**src/rtl/cmlink_pkg.sv**
```systemverilog
// Camera Link Base transmitter shared definitions: lane geometry, clock
// pattern and the Channel Link port-to-bit mapping used to pack a word.
package cmlink_pkg;

    localparam int CMLINK_LANES = 4;
    localparam int CMLINK_BITS  = 7;
    localparam int CMLINK_WBITS = CMLINK_LANES * CMLINK_BITS;

    localparam logic [CMLINK_BITS-1:0] CLK_PATTERN = 7'b1100011;

    // Source index codes into the packed source vector:
    // 0..7 = A0..A7, 8..15 = B0..B7, 16..23 = C0..C7,
    // 24 = LVAL, 25 = FVAL, 26 = DVAL, 27 = constant 0 (spare).
    localparam logic [4:0] SRC_ZERO = 5'd27;

    localparam logic [4:0] W_MAP [0:CMLINK_WBITS-1] = '{
        5'd0,  5'd1,  5'd2,  5'd3,  5'd4,  5'd7,  5'd5,
        5'd8,  5'd9,  5'd10, 5'd14, 5'd15, 5'd11, 5'd12,
        5'd13, 5'd16, 5'd22, 5'd23, 5'd17, 5'd18, 5'd19,
        5'd20, 5'd21, SRC_ZERO, 5'd24, 5'd25, 5'd26, 5'd6
    };

    function automatic logic [CMLINK_WBITS-1:0] cmlink_pack(
        input logic [7:0] a,
        input logic [7:0] b,
        input logic [7:0] c,
        input logic       fval,
        input logic       lval,
        input logic       dval
    );
        logic [27:0]             src;
        logic [CMLINK_WBITS-1:0] w;
        src = {1'b0, dval, fval, lval, c, b, a};
        w   = '0;
        for (int i = 0; i < CMLINK_WBITS; i++) begin
            w[i] = src[W_MAP[i]];
        end
        return w;
    endfunction

endpackage

```
**src/rtl/cmlink_lane_ser.sv**
```systemverilog
// One serial lane: 7-bit parallel load, shift left, MSB out.
// Zero fill on shift so an unloaded lane drains to 0.
module cmlink_lane_ser
    import cmlink_pkg::*;
(
    input  logic                   i_clk,
    input  logic                   i_rst,
    input  logic                   i_load,
    input  logic [CMLINK_BITS-1:0] i_word,
    output logic                   o_ser
);

    logic [CMLINK_BITS-1:0] r_sh;

    // Load a fresh word at the period boundary, otherwise shift out.
    always_ff @(posedge i_clk) begin
        if (i_rst) begin
            r_sh <= '0;
        end else if (i_load) begin
            r_sh <= i_word;
        end else begin
            r_sh <= {r_sh[CMLINK_BITS-2:0], 1'b0};
        end
    end

    assign o_ser = r_sh[CMLINK_BITS-1];

endmodule

```
**src/rtl/cmlink_tx_serializer.sv**
```systemverilog
// Camera Link Base Channel Link serializer on the 7x bit clock.
// Optional macro CMLINK_DIFF_OUT_EN adds complemented lane outputs.
module cmlink_tx_serializer
    import cmlink_pkg::*;
(
    input  logic                    i_clk,
    input  logic                    i_rst,
    input  logic                    i_fvld,
    input  logic                    i_lvld,
    input  logic                    i_dvld,
    input  logic [7:0]              i_porta,
    input  logic [7:0]              i_portb,
    input  logic [7:0]              i_portc,
    output logic                    o_load,
`ifdef CMLINK_DIFF_OUT_EN
    output logic                    o_cmlink_clk_n,
    output logic [CMLINK_LANES-1:0] o_cmlink_data_n,
`endif
    output logic                    o_cmlink_clk,
    output logic [CMLINK_LANES-1:0] o_cmlink_data
);

    logic [2:0]              r_slot;
    logic                    w_load;
    logic [CMLINK_WBITS-1:0] w_word;

    assign w_load = (r_slot == 3'd6);
    assign o_load = w_load;

    // Inputs only matter at the load edge; packing is purely combinational.
    assign w_word = cmlink_pack(i_porta, i_portb, i_portc,
                                i_fvld, i_lvld, i_dvld);

    // Slot counter walks 0..6 and wraps at each load edge.
    always_ff @(posedge i_clk) begin
        if (i_rst) begin
            r_slot <= 3'd0;
        end else if (w_load) begin
            r_slot <= 3'd0;
        end else begin
            r_slot <= r_slot + 3'd1;
        end
    end

    for (genvar k = 0; k < CMLINK_LANES; k++) begin : g_lane
        cmlink_lane_ser u_lane (
            .i_clk  (i_clk),
            .i_rst  (i_rst),
            .i_load (w_load),
            .i_word (w_word[k*CMLINK_BITS +: CMLINK_BITS]),
            .o_ser  (o_cmlink_data[k])
        );
    end

    cmlink_lane_ser u_clk_lane (
        .i_clk  (i_clk),
        .i_rst  (i_rst),
        .i_load (w_load),
        .i_word (CLK_PATTERN),
        .o_ser  (o_cmlink_clk)
    );

`ifdef CMLINK_DIFF_OUT_EN
    assign o_cmlink_clk_n  = ~o_cmlink_clk;
    assign o_cmlink_data_n = ~o_cmlink_data;
`endif

endmodule

```
**config.mk**
```make
export PLATFORM = sky130hd
export DESIGN_NAME = cmlink_tx_serializer
export DESIGN_NICKNAME = d
export VERILOG_FILES = /design/src/rtl/cmlink_pkg.sv /design/src/rtl/cmlink_lane_ser.sv /design/src/rtl/cmlink_tx_serializer.sv
export SDC_FILE = /design/constraint.sdc
export NUM_CORES = 1
export LEC_CHECK = 0
export CAP_MARGIN = 5
export CORE_MARGIN = 5
export CORE_UTILIZATION = 49
export CTS_CLUSTER_SIZE = 24
export DETAILED_ROUTE_END_ITERATION = 7
export PLACE_DENSITY_LB_ADDON = 0.12
export SETUP_SLACK_MARGIN = 0.4
export SKIP_LAST_GASP = 1
export SLEW_MARGIN = 20
export SYNTH_ARGS = -nofsm -noshare
export SYNTH_HDL_FRONTEND = slang
export SYNTH_SLANG_ARGS = --single-unit
export TNS_END_PERCENT = 20
```
**constraint.sdc**
```tcl
create_clock -name i_clk -period 1.6 [get_ports i_clk]
set_input_delay 0.32 -clock i_clk [delete_from_list [all_inputs] [get_ports i_clk]]
set_output_delay 0.32 -clock i_clk [all_outputs]
set_load 0.03 [all_outputs]
```
==> results by group <==
Drt
  – Vias after detailed routing: about 1200
  – Vias per inst: 5.00
  – WL final: 2980 microns
  – Per-cell routed wire length: 12.8 microns
  – Antenna-violating nets left: 0
  – DRC errors left: 0
  – DRT iter0 DRCs: 31
  – First-pass iteration count of the detailed router: 4

Clock network
  – TritonCTS buffer count: 5
  – H-tree Lvls: 2
  – CTS tree: done
  – CTS root buf: clkbuf_4
  – CTS Sinks: 38
  – CTS max path bufs: 2
  – Clk Latency, worst-skew pair: between 0.3 and 0.4 ns
  – Reg clk slew, reported paths: ~0.10 ns

Global route
  – Total track usage: 14.4%
  – Vias in the first global route: 1068
  – Initial antenna violation count: 0
  – First-pass GRT wire length: between 4000 and 5000 microns
  – Largest net degree at the start of global routing: 32
  – GR Overflow Total: 0

Min path
  – WHS Endpoint: u_clk_lane.r_sh[4]
  – Hold Path Depth: 1
  – Hold/Removal Path Class: register to register
  – Worst hold start: u_clk_lane.r_sh[3]

Power
  – Sw frac: between 20% and 30%
  – Clock Power Share: 33.4%
  – Sequential power share: 54.2%
  – Peak supply drop: 0.617 mV
  – LEAKAGE: a little under 0.8 nW
  – Combinational Power Share: between 10% and 20%
  – Net Switching: 408 uW
  – Internal power: 1.38 mW
  – Cell Pwr Density: 886 nW/um^2

Synthesis
  – Biggest area consumer among synthesized cells: dfxtp_1
  – Seq/Total Area, Yosys: 49.7%
  – Top cells by area, synth: dfxtp_1, a21bo_2, a21oi_1
  – Most frequent cell after synthesis: dfxtp_1
  – Top cells by count, synth: dfxtp_1, a21oi_1, nand3_1
  – Number of enable flip-flop cells after synthesis: 0
  – Syn_area_per_cell: approximately 10 sq um
  – Syn_nets: 184
  – Yosys top cell area share: between 40 and 50%
  – Register bit total from synthesis: 38
  – Post-synth ARST share: 0%
  – Syn Std Cell Area: 1530 sq um
  – Synth warn: 0
  – Distinct cells, synth: 18
  – Post-Syn Instances: 153
  – Post-synth top flop: dfxtp_1

Placement
  – GP Congestion: 0.697
  – IO Port Bufs: 34
  – HPWL after DPL: roughly 1900 microns

Setup path
  – CP Max Fanout: 2
  – Worst stage delay on the critical path: between 0.3 and 0.4 ns
  – RR Startpoint: r_slot[0]
  – CP required: 1.28 ns
  – Reg-to-reg endpoint: g_lane[3].u_lane.r_sh[1]
  – Critical Path AT: 1.13 ns
  – Worst path slowest cell: dfxtp_2
  – CP startpoint kind: register
  – R2R depth: 6
  – Crit. End Element: output port
  – Top delay family on crit path: flip-flops
  – Type of the worst setup path: register to output port
  – WP buf/inv: 3
  – Crit-path cells: inv_2, ha_4, nand2_4, inv_4, buf_6
  – FF-to-FF setup slack: slightly below 0.3 ns

STA
  – Setup Total Neg Slack: 0 ns
  – Post-route clock period utilization: a little over 90%
  – Tightest Pin Transition: 0.201 ns
  – Max_slew headroom: between 80% and 90%
  – Final count of hold timing violations: 0
  – Final setup fails: 0
  – Crit path time final: about 1.4 ns
  – Slew Limit Fails: 0
  – Fmax: 691 MHz
  – Clock Skew: 0.00358 ns
  – RSZ-0062 raised after global routing: true

Die
  – Die Ht: 65.9 microns
  – Ports: 35
  – Cell row count: 20
  – Core ar.: ~3000 sq um
  – Die ar.: 4340 sq um
  – Initial Utilization: 50.5%
  – Die X: 65.9 microns

Job
  – Max cap viols: 0

Cells and area
  – # diodes: 0
  – Final layout net count: 218
  – Fillers: 246
  – Layout area overhead: 32.1%
  – Final Util: 66.8%
  – Share of cells above drive strength 1: 32.4%

Outcome
  – Status: finished, final reports clean
## registers in the layout, summed over array words and instances (netlist names)
name,count
r_slot,3
u_clk_lane.r_sh,7
g_lane.u_lane.r_sh,28
## layout by cell type, fill, tap and decap left out, types with 3 or more instances in the layout
master / Yosys / layout
buf_4: 7 / 11
a21oi_1: 27 / 22
a21oi_2: 1 / 6
clkdlybuf4s50_1: 0 / 28
clkbuf_4: 0 / 5
a21bo_2: 21 / 21
and2_1: 4 / 4
nand3_1: 23 / 23
nor2_1: 4 / 4
buf_2: 8 / 4
nor3b_1: 4 / 4
clkbuf_8: 0 / 3
dfxtp_1: 38 / 35
## cell families after synthesis
group,share of synthesized area (%)
flops,49.7
simple gates,14.0
fa+ha+maj,1.64
buf+inv,10.2
compound gates,24.4
## how the worst max path moves through the flow
stage / start / end / cells past startpoint
global route: r_slot[0] / o_load / 5
finish: r_slot[0] / o_load / 5
floorplan: r_slot[0] / r_slot[2] / 5
global placement: r_slot[0] / g_lane[1].u_lane.r_sh[3] / 5
CTS: r_slot[0] / o_load / 5
detailed placement: r_slot[0] / g_lane[1].u_lane.r_sh[3] / 5
## per-layer routing
layer	global-route usage [%]	routed length, microns
met5	0	0
met4	4.66	40
met3	6.46	196
met2	22.5	1480
met1	17.5	1260
## power groups by stage
stage / registers (mW) / clock network (mW) / logic (mW)
floorplan: 0.983 / 0 / 0.115
global placement: 0.990 / 0 / 0.175
detailed placement: 0.992 / 0 / 0.180
CTS: 0.971 / 0.611 / 0.193
global route: 0.974 / 0.668 / 0.239
finish: 0.971 / 0.597 / 0.222
## cell type report
class / count / area, sq um / share of cell area (%)
inverters: 2 / 10.0 / 0.495
clock buffers: 8 / 78.8 / 3.90
well taps: 44 / 55.1 / 2.72
repair buffers: 47 / 459 / 22.7
multi-input cells: 93 / 652 / 32.2
flip-flops and latches: 38 / 767 / 37.9
## through the flow
step	power, mW	setup slack [ns]	hold WS (ns)	cells	cell area [sq um]
floorplan	1.10	0.398	0.406	153	1540
global placement	1.16	0.320	0.409	218	1840
detailed placement	1.17	0.275	0.415	218	1840
CTS	1.77	0.141	0.441	230	1950
global route	1.88	0.0795	0.468	232	2020
finish	1.79	0.152	0.438	232	2020
## what timing repair did
action,CTS,global route
resized for setup,27,16
pin swaps,1,0
hold buffers,0,0
endpoints found under the setup margin,34,37
setup buffers,4,1
cloned,0,1
Power figures use the tool's default switching activity.
